--- config.mk ---
export PLATFORM = sky130hd
export DESIGN_NAME = vga_timing_core
export DESIGN_NICKNAME = d
export VERILOG_FILES = /design/src/rtl/vga_timing_pkg.sv /design/src/rtl/vga_axis_counter.sv /design/src/rtl/vga_timing_core.sv
export SDC_FILE = /design/constraint.sdc
export NUM_CORES = 1
export LEC_CHECK = 0
export BUFFER_PORTS_ARGS = -buffer_cell sky130_fd_sc_hd__buf_2
export CAP_MARGIN = 20
export CORE_MARGIN = 10
export CORE_UTILIZATION = 40
export DETAILED_ROUTE_END_ITERATION = 10
export PLACE_DENSITY = 0.73
export SLEW_MARGIN = 40
export SYNTH_ARGS = -nofsm -noshare
export SYNTH_HDL_FRONTEND = slang
export SYNTH_SLANG_ARGS = --single-unit
export TNS_END_PERCENT = 30
--- constraint.sdc ---
create_clock -name clk -period 3.4 [get_ports clk]
set_input_delay 0.34 -clock clk [delete_from_list [all_inputs] [get_ports clk]]
set_output_delay 0.34 -clock clk [all_outputs]
set_load 0.02 [all_outputs]
--- src/rtl/vga_timing_pkg.sv ---
// Shared constants and helpers for the VGA raster timing generator.
// Defaults describe 640x480@60 with a 25.175 MHz pixel clock.
package vga_timing_pkg;

  localparam int POS_W     = 10;
  localparam int MAX_TOTAL = 1 << POS_W;

  localparam int H_ACTIVE_DEF = 640;
  localparam int H_FRONT_DEF  = 16;
  localparam int H_SYNC_DEF   = 96;
  localparam int H_BACK_DEF   = 48;

  localparam int V_ACTIVE_DEF = 480;
  localparam int V_FRONT_DEF  = 10;
  localparam int V_SYNC_DEF   = 2;
  localparam int V_BACK_DEF   = 33;

  function automatic int total(
    input int active,
    input int front,
    input int sync,
    input int back
  );
    return active + front + sync + back;
  endfunction

endpackage

--- src/rtl/vga_axis_counter.sv ---
// One raster axis: position counter plus active/sync decodes.
// Decodes look at the next position so the caller can register them in step.
module vga_axis_counter
  import vga_timing_pkg::*;
#(
  parameter int ACTIVE = H_ACTIVE_DEF,
  parameter int FRONT  = H_FRONT_DEF,
  parameter int SYNC   = H_SYNC_DEF,
  parameter int BACK   = H_BACK_DEF
) (
  input  logic             clk,
  input  logic             rst_n,
  input  logic             advance,
  output logic [POS_W-1:0] pos,
  output logic             wrap,
  output logic             active,
  output logic             sync_window
);

  localparam int TOTAL = total(ACTIVE, FRONT, SYNC, BACK);

  localparam logic [POS_W-1:0] LAST    = POS_W'(TOTAL - 1);
  localparam logic [POS_W-1:0] ACT_END = POS_W'(ACTIVE - 1);
  localparam logic [POS_W-1:0] S_BEG   = POS_W'(ACTIVE + FRONT);
  localparam logic [POS_W-1:0] S_END   = POS_W'(ACTIVE + FRONT + SYNC - 1);

  logic [POS_W-1:0] pos_q;
  logic [POS_W-1:0] pos_d;

  assign wrap = (pos_q == LAST);

  always_comb begin
    pos_d = pos_q;
    if (advance) begin
      pos_d = wrap ? '0 : pos_q + 1'b1;
    end
  end

  assign active      = (pos_d <= ACT_END);
  assign sync_window = (pos_d >= S_BEG) && (pos_d <= S_END);

  // Reset parks on the last position so the first advance lands on 0.
  always_ff @(posedge clk or negedge rst_n) begin
    if (!rst_n) begin
      pos_q <= LAST;
    end else begin
      pos_q <= pos_d;
    end
  end

  assign pos = pos_q;

endmodule

--- src/rtl/vga_timing_core.sv ---
// VGA raster timing generator: counters, syncs, blanking and strobes.
// Every output is a flop describing the same (hpos, vpos) pixel.
module vga_timing_core
  import vga_timing_pkg::*;
#(
  parameter int H_ACTIVE  = H_ACTIVE_DEF,
  parameter int H_FRONT   = H_FRONT_DEF,
  parameter int H_SYNC    = H_SYNC_DEF,
  parameter int H_BACK    = H_BACK_DEF,
  parameter int V_ACTIVE  = V_ACTIVE_DEF,
  parameter int V_FRONT   = V_FRONT_DEF,
  parameter int V_SYNC    = V_SYNC_DEF,
  parameter int V_BACK    = V_BACK_DEF,
  parameter bit HSYNC_POL = 1'b0,
  parameter bit VSYNC_POL = 1'b0,
  parameter int FRAME_W   = 9
) (
  input  logic               clk,
  input  logic               rst_n,
  input  logic               pix_en,
  output logic [POS_W-1:0]   hpos,
  output logic [POS_W-1:0]   vpos,
  output logic               hsync,
  output logic               vsync,
  output logic               display_on,
  output logic               line_start,
  output logic               frame_start,
  output logic [FRAME_W-1:0] frame_no
);

  localparam int H_TOTAL = total(H_ACTIVE, H_FRONT, H_SYNC, H_BACK);
  localparam int V_TOTAL = total(V_ACTIVE, V_FRONT, V_SYNC, V_BACK);

  if (H_TOTAL > MAX_TOTAL || V_TOTAL > MAX_TOTAL) begin : g_bad_total
    $error("vga_timing_core: raster total exceeds counter range");
  end
  if (H_SYNC == 0 || V_SYNC == 0) begin : g_bad_sync
    $error("vga_timing_core: sync width must be non-zero");
  end
  if (H_ACTIVE == 0 || V_ACTIVE == 0) begin : g_bad_active
    $error("vga_timing_core: active region must be non-zero");
  end

  logic h_wrap, h_act, h_sync_win;
  logic v_wrap, v_act, v_sync_win;
  logic v_adv;

  assign v_adv = pix_en & h_wrap;

  vga_axis_counter #(
    .ACTIVE (H_ACTIVE),
    .FRONT  (H_FRONT),
    .SYNC   (H_SYNC),
    .BACK   (H_BACK)
  ) u_h (
    .clk         (clk),
    .rst_n       (rst_n),
    .advance     (pix_en),
    .pos         (hpos),
    .wrap        (h_wrap),
    .active      (h_act),
    .sync_window (h_sync_win)
  );

  vga_axis_counter #(
    .ACTIVE (V_ACTIVE),
    .FRONT  (V_FRONT),
    .SYNC   (V_SYNC),
    .BACK   (V_BACK)
  ) u_v (
    .clk         (clk),
    .rst_n       (rst_n),
    .advance     (v_adv),
    .pos         (vpos),
    .wrap        (v_wrap),
    .active      (v_act),
    .sync_window (v_sync_win)
  );

  logic               hsync_q, hsync_d;
  logic               vsync_q, vsync_d;
  logic               disp_q, disp_d;
  logic               ls_q, ls_d;
  logic               fs_q, fs_d;
  logic [FRAME_W-1:0] fno_q, fno_d;

  always_comb begin
    hsync_d = h_sync_win ? HSYNC_POL : ~HSYNC_POL;
    vsync_d = v_sync_win ? VSYNC_POL : ~VSYNC_POL;
    disp_d  = h_act & v_act;
    ls_d    = v_adv;
    fs_d    = v_adv & v_wrap;
    fno_d   = fno_q;
    if (fs_d) begin
      fno_d = fno_q + 1'b1;
    end
  end

  // frame_no resets to all-ones so the first frame_start reads as 0.
  always_ff @(posedge clk or negedge rst_n) begin
    if (!rst_n) begin
      hsync_q <= ~HSYNC_POL;
      vsync_q <= ~VSYNC_POL;
      disp_q  <= 1'b0;
      ls_q    <= 1'b0;
      fs_q    <= 1'b0;
      fno_q   <= '1;
    end else begin
      hsync_q <= hsync_d;
      vsync_q <= vsync_d;
      disp_q  <= disp_d;
      ls_q    <= ls_d;
      fs_q    <= fs_d;
      fno_q   <= fno_d;
    end
  end

  assign hsync       = hsync_q;
  assign vsync       = vsync_q;
  assign display_on  = disp_q;
  assign line_start  = ls_q;
  assign frame_start = fs_q;
  assign frame_no    = fno_q;

endmodule

# Yosys cells after proc, flatten, opt, wreduce, memory -nomap -nowiden
# Cells that the tools add are included.
[totals]
reg_bits = 34
latchBits = 0
ram_bits = 0
mem_bits_ro = 0
memories = 0
[op_classes]
addsub = 3
multipliers = 0
div_mod_pow = 0
n_lt_le_gt_ge = 6
eq_ne = 2
n_shift = 0
mux = 6
bitwise_logic = 3
n_reduce_logical = 2
[ops]
columns = ["op", "count"]
rows = [
  ["$mux 10", 4],
  ["$add 10x1->10 const B", 2],
  ["$eq 10x10->1 const B", 2],
  ["$le 10x10->1 const B", 2],
  ["$le 10x9->1 const B", 2],
  ["$ge 10x10->1 const B", 1],
  ["$ge 10x9->1 const B", 1],
  ["$add 9x1->9 const B", 1],
  ["$and 1x1->1", 3],
  ["$logic_and 1x1->1", 2],
  ["$mux 1", 2],
]

# Depth between registers and ports, before layout
[depth]
ltp_word = 6
mapped_depth = 9
ltp_nobuf = 8

# By module
# Synthesis repeated with hierarchy kept, for this count alone.
[unflattened]
hier_cells = 172
area_unflattened_um2 = 1903.1
[by_module_without_submodules]
columns = ["mod", "instances", "cells_per_inst", "area_per_inst_um2", "seq_area_each_um2"]
rows = [
  ["vga_axis_counter at u_v", 1, 71, 703.2, 254.0],
  ["vga_axis_counter at u_h", 1, 57, 605.6, 259.0],
  ["vga_timing_core", 1, 44, 594.3, 364.1],
]

# Least setup slack after synthesis
# No wires, ideal clock.
[synth_timing]
path_kind = "register -> register"
from = "register u_v.pos_q[5] (netlist: u_v.pos[5])"
to = "register fno_q[7] (netlist: frame_no[7])"
setup_ps = 82
arrival_time_ps = 2034
required_time_ps = 3318
setup_slack_ps = 1283
stages_incl_launch_ff = 9
n_path_buf = 2
period_less_slack_ps = 2117
cell_sequence = "dfrtp_1 buf_6 or3_1 or4_1 buf_6 nor3_4 and3_1 nand3_1 xnor2_1"
[synth_via]
elab_chain_len = 2
[synth_rtl]
columns = ["element", "line_no", "text"]
rows = [
  ["start, declared", "vga_axis_counter.sv:27", "logic [POS_W-1:0] pos_q;"],
  ["start signal, assigned", "vga_axis_counter.sv:47", "pos_q <= pos_d;"],
  ["$eq 10x10->1", "vga_axis_counter.sv:30", "assign wrap = (pos_q == LAST);"],
  ["$and 1x1->1", "vga_timing_core.sv:92", "fs_d = v_adv & v_wrap;"],
  ["end signal, assigned", "vga_timing_core.sv:114", "fno_q <= fno_d;"],
  ["end, declared", "vga_timing_core.sv:85", "logic [FRAME_W-1:0] fno_q, fno_d;"],
]
# No other way between the ends.
# A chain may end at the register's enable or synchronous reset.

# Final worst setup path
[layout_timing]
from = "register u_h.pos_q[0] (netlist: u_h.pos[0])"
to = "register disp_q (netlist: display_on)"
[layout_via]
elab_chain_len = 5
elab_cells_between_ends = 9
cone_classes = "1 x add/sub; 2 x order compare; 1 x eq/ne; 3 x mux; 2 x bitwise"
[layout_rtl]
columns = ["element", "line_no", "text"]
rows = [
  ["start, declared", "vga_axis_counter.sv:27", ""],
  ["start signal, assigned", "vga_axis_counter.sv:47", ""],
  ["$add 10x1->10 or $eq 10x10->1 (tied branches)", "vga_axis_counter.sv:35, vga_axis_counter.sv:30", ""],
  ["$mux 10 or $and 1x1->1 (tied branches)", "vga_axis_counter.sv:35, vga_timing_core.sv:48", ""],
  ["$mux 10", "vga_axis_counter.sv:34", "if (advance) begin"],
  ["$le 10x10->1 or $le 10x9->1 (tied branches)", "vga_axis_counter.sv:39", "assign active = (pos_d <= ACT_END);"],
  ["$and 1x1->1 *", "vga_timing_core.sv:90", "disp_d = h_act & v_act;"],
  ["via disp_d", "vga_timing_core.sv:82", "logic disp_q, disp_d;"],
  ["end signal, assigned", "vga_timing_core.sv:111", "disp_q <= disp_d;"],
  ["end, declared", "vga_timing_core.sv:82", ""],
]
# Mark *: on every way through the listed nets, which the timed path passes. The rest lies on a longest branch.

==> metrics.txt <==
RSZ-0062 raised after global routing no; first-pass GRT wire length ~6700 um; H-tree depth 2; row cnt 23; Multi-input gate area roughly 800 um^2; fin nets between 200 and 250; total congestion overflow 0; Ports 37; initial core utilization 0.423; commonest cells after routing, fill and taps aside buf_2 (36), dfstp_2 (21), xnor2_1 (13), nand2_1 (13), dfrtp_1 (13); layout cells sized above 1 0.357; CTS clk-pin slew, worst paths roughly 0.070 ns; CTS tree built; register area share after synthesis 0.507; # setup viols final 0; register area just under 900 um^2; crit-path max cell delay 0.56 ns; synth warn 0; Max Slew Vio Count 0; most common cell after layout, fill and taps aside buf_2; actual slew at the worst max-slew pin 0.731 ns; clock sinks 34; Post-Syn Instances roughly 160; PwrDens 508 nW/um^2; # DRC 0; die span in x 85.8 um; crit path max-delay cell type dfstp_2; Design Power slightly above 1 mW; Hold Worst Slack around 0.11 ns; crit path kind reg -> reg; predominant post-synthesis flop cell dfstp_2; Placed Cells roughly 240; CP cell instances ha_1 -> and2_1 -> nand3_2 -> inv_2 -> nand4_1 -> xnor2_1 -> nor4bb_1 -> nor3_1; post-CTS setup buffer count 0; area growth from synthesis to layout 17.4%; Critical Path AT around 2.5 ns; final hold violation count 0; synthesized flop and latch total 34; Max-Cap Viols 0; clk buf depth 2; Core Util, Final 0.497; Antenna Cells 0; Skew-Pair Late Insertion Delay ~0.29 ns; FMAX between 400 and 500 MHz; Placement Setup Slack around 1.1 ns; hold crit path type in -> async; Worst setup EP type flop; vias in the first global route between 1000 and 1500; Synth async-reset ratio 1.00; Synth top area share 0.319; Setup Skew between 0.005 and 0.006 ns; Die H around 86 um; Placed Area 1940 um^2; routed len/inst around 15 um; FILL cells between 400 and 500; detailed router's first-iteration violation count 58; Leak Pwr around 0.97 nW; Mapped Nets 166; Post-Syn Area around 1700 um^2; fin area 2030 um^2; relative slew slack 0.513; First-pass DRT Iterations 4; DRT Wirelength 3710 um; outcome finished clean; worst-case vdd ir drop 395 uV; GRT Util Overall 0.110; Final WS setup 1.07 ns; number of port buffers 36; post-cts hold buffer count 0; synth unique cells 38; CORE AREA ~4000 um^2; Final HPWL DP about 2800 um; syn_area_per_cell around 11 um^2; Via density 5.22; synth top area cells dfstp_2 (32%), dfrtp_1 (19%), xnor2_1 (6.6%), xor2_1 (3.5%), and3_1 (2.9%); post-layout instance count excluding filler cells between 200 and 250; Via Count approximately 1300; Worst Setup Start Kind flop; Period minus WS final between 2 and 2.5 ns; area leader, netlist dfstp_2; CTS Buf Count 5; Data required, critical path ~3.6 ns; Routed Antenna Nets 0; EDFF count, synth 0; GP Congestion 0.866; post_cts resized 0; initial antenna violation count 0; Final Cycle Share 0.686; Crit Path Max Fanout 14; Fin Setup TNS 0 ns; die area ~7400 um^2; largest net degree at the start of global routing 35; CTS Root Cell clkbuf_8
## final timing paths
check	start	endpoint	slack [ns]	cells past startpoint
hold / removal	rst_n	u_v.pos[0]	0.11	1
max in group asynchronous	rst_n	u_v.pos[7]	2.82	1
setup / recovery	u_h.pos[0]	display_on	1.07	8
hold reg to reg	frame_no[8]	frame_no[8]	0.48	1
setup reg to reg	u_h.pos[0]	display_on	1.07	8
min in group clk	pix_en	u_h.pos[1]	0.34	2
## state kept, by name, summed over array words and instances, names as in the netlist
register,cells
u_v.pos,10
vsync,1
frame_no,9
u_h.pos,10
display_on,1
hsync,1
line_start,1
frame_start,1
## area by class of cell
cell class | instances | area share
inverters | 6 | 0.0111
multi-input cells | 115 | 0.392
clock inverters | 1 | 0.00246
flip-flops and latches | 34 | 0.432
clock buffers | 7 | 0.0425
well taps | 50 | 0.0308
repair buffers | 36 | 0.0887
## routing by layer
layer	up-vias	GRT usage	part of all wire	routed length, um
met5	-	0	0	0
met4	0	0.0389	0.017	62
met3	8	0.0445	0.058	216
met2	34	0.161	0.44	1630
met1	613	0.142	0.49	1810
li1	644	-	-	-
## Yosys cell counts, types with 2 or more instances
cell,count
and2_1,2
nand2_1,13
and4_1,3
nand2b_1,5
nor3_1,2
nor3_4,2
ha_1,4
buf_6,2
o21ai_0,8
a31oi_1,4
buf_2,2
nand4_1,7
a21oi_1,5
or3_1,3
dfrtp_1,13
nand3_1,9
dfstp_2,21
inv_1,5
xnor2_1,13
and3_1,8
xor2_1,7
nor2_1,5
## power breakdown
| group | switching (mW) | leakage [nW] | total, mW | internal (mW) |
|---|---|---|---|---|
| registers | 0.0615 | 0.389 | 0.528 | 0.466 |
| clock network | 0.143 | 0.0482 | 0.306 | 0.163 |
| logic | 0.117 | 0.534 | 0.199 | 0.0816 |
## critical path: cells and delay by family, from the launching register on
| kind | cells | cell delay, ns |
|---|---|---|
| XOR/XNOR | 1 | 0.16 |
| adder cells (fa/ha/maj) | 1 | 0.17 |
| buffers and inverters | 1 | 0.30 |
| flip-flops | 1 | 0.56 |
| AND/OR/NAND/NOR | 5 | 1.01 |
## kinds of logic (layout without fill, tap and decap cells)
kind of cell / after synthesis / count (layout) / synth area share
and+or+nand+nor: 69 / 69 / 0.252
DFF: 34 / 34 / 0.507
AOI/OAI and AO/OA: 20 / 20 / 0.0658
xor gates and xnor gates: 20 / 20 / 0.101
buffers and inverters: 10 / 50 / 0.0318
adders and majority gates: 4 / 4 / 0.0289
muxes: 2 / 2 / 0.0130
(Power assumes the default switching activity.)
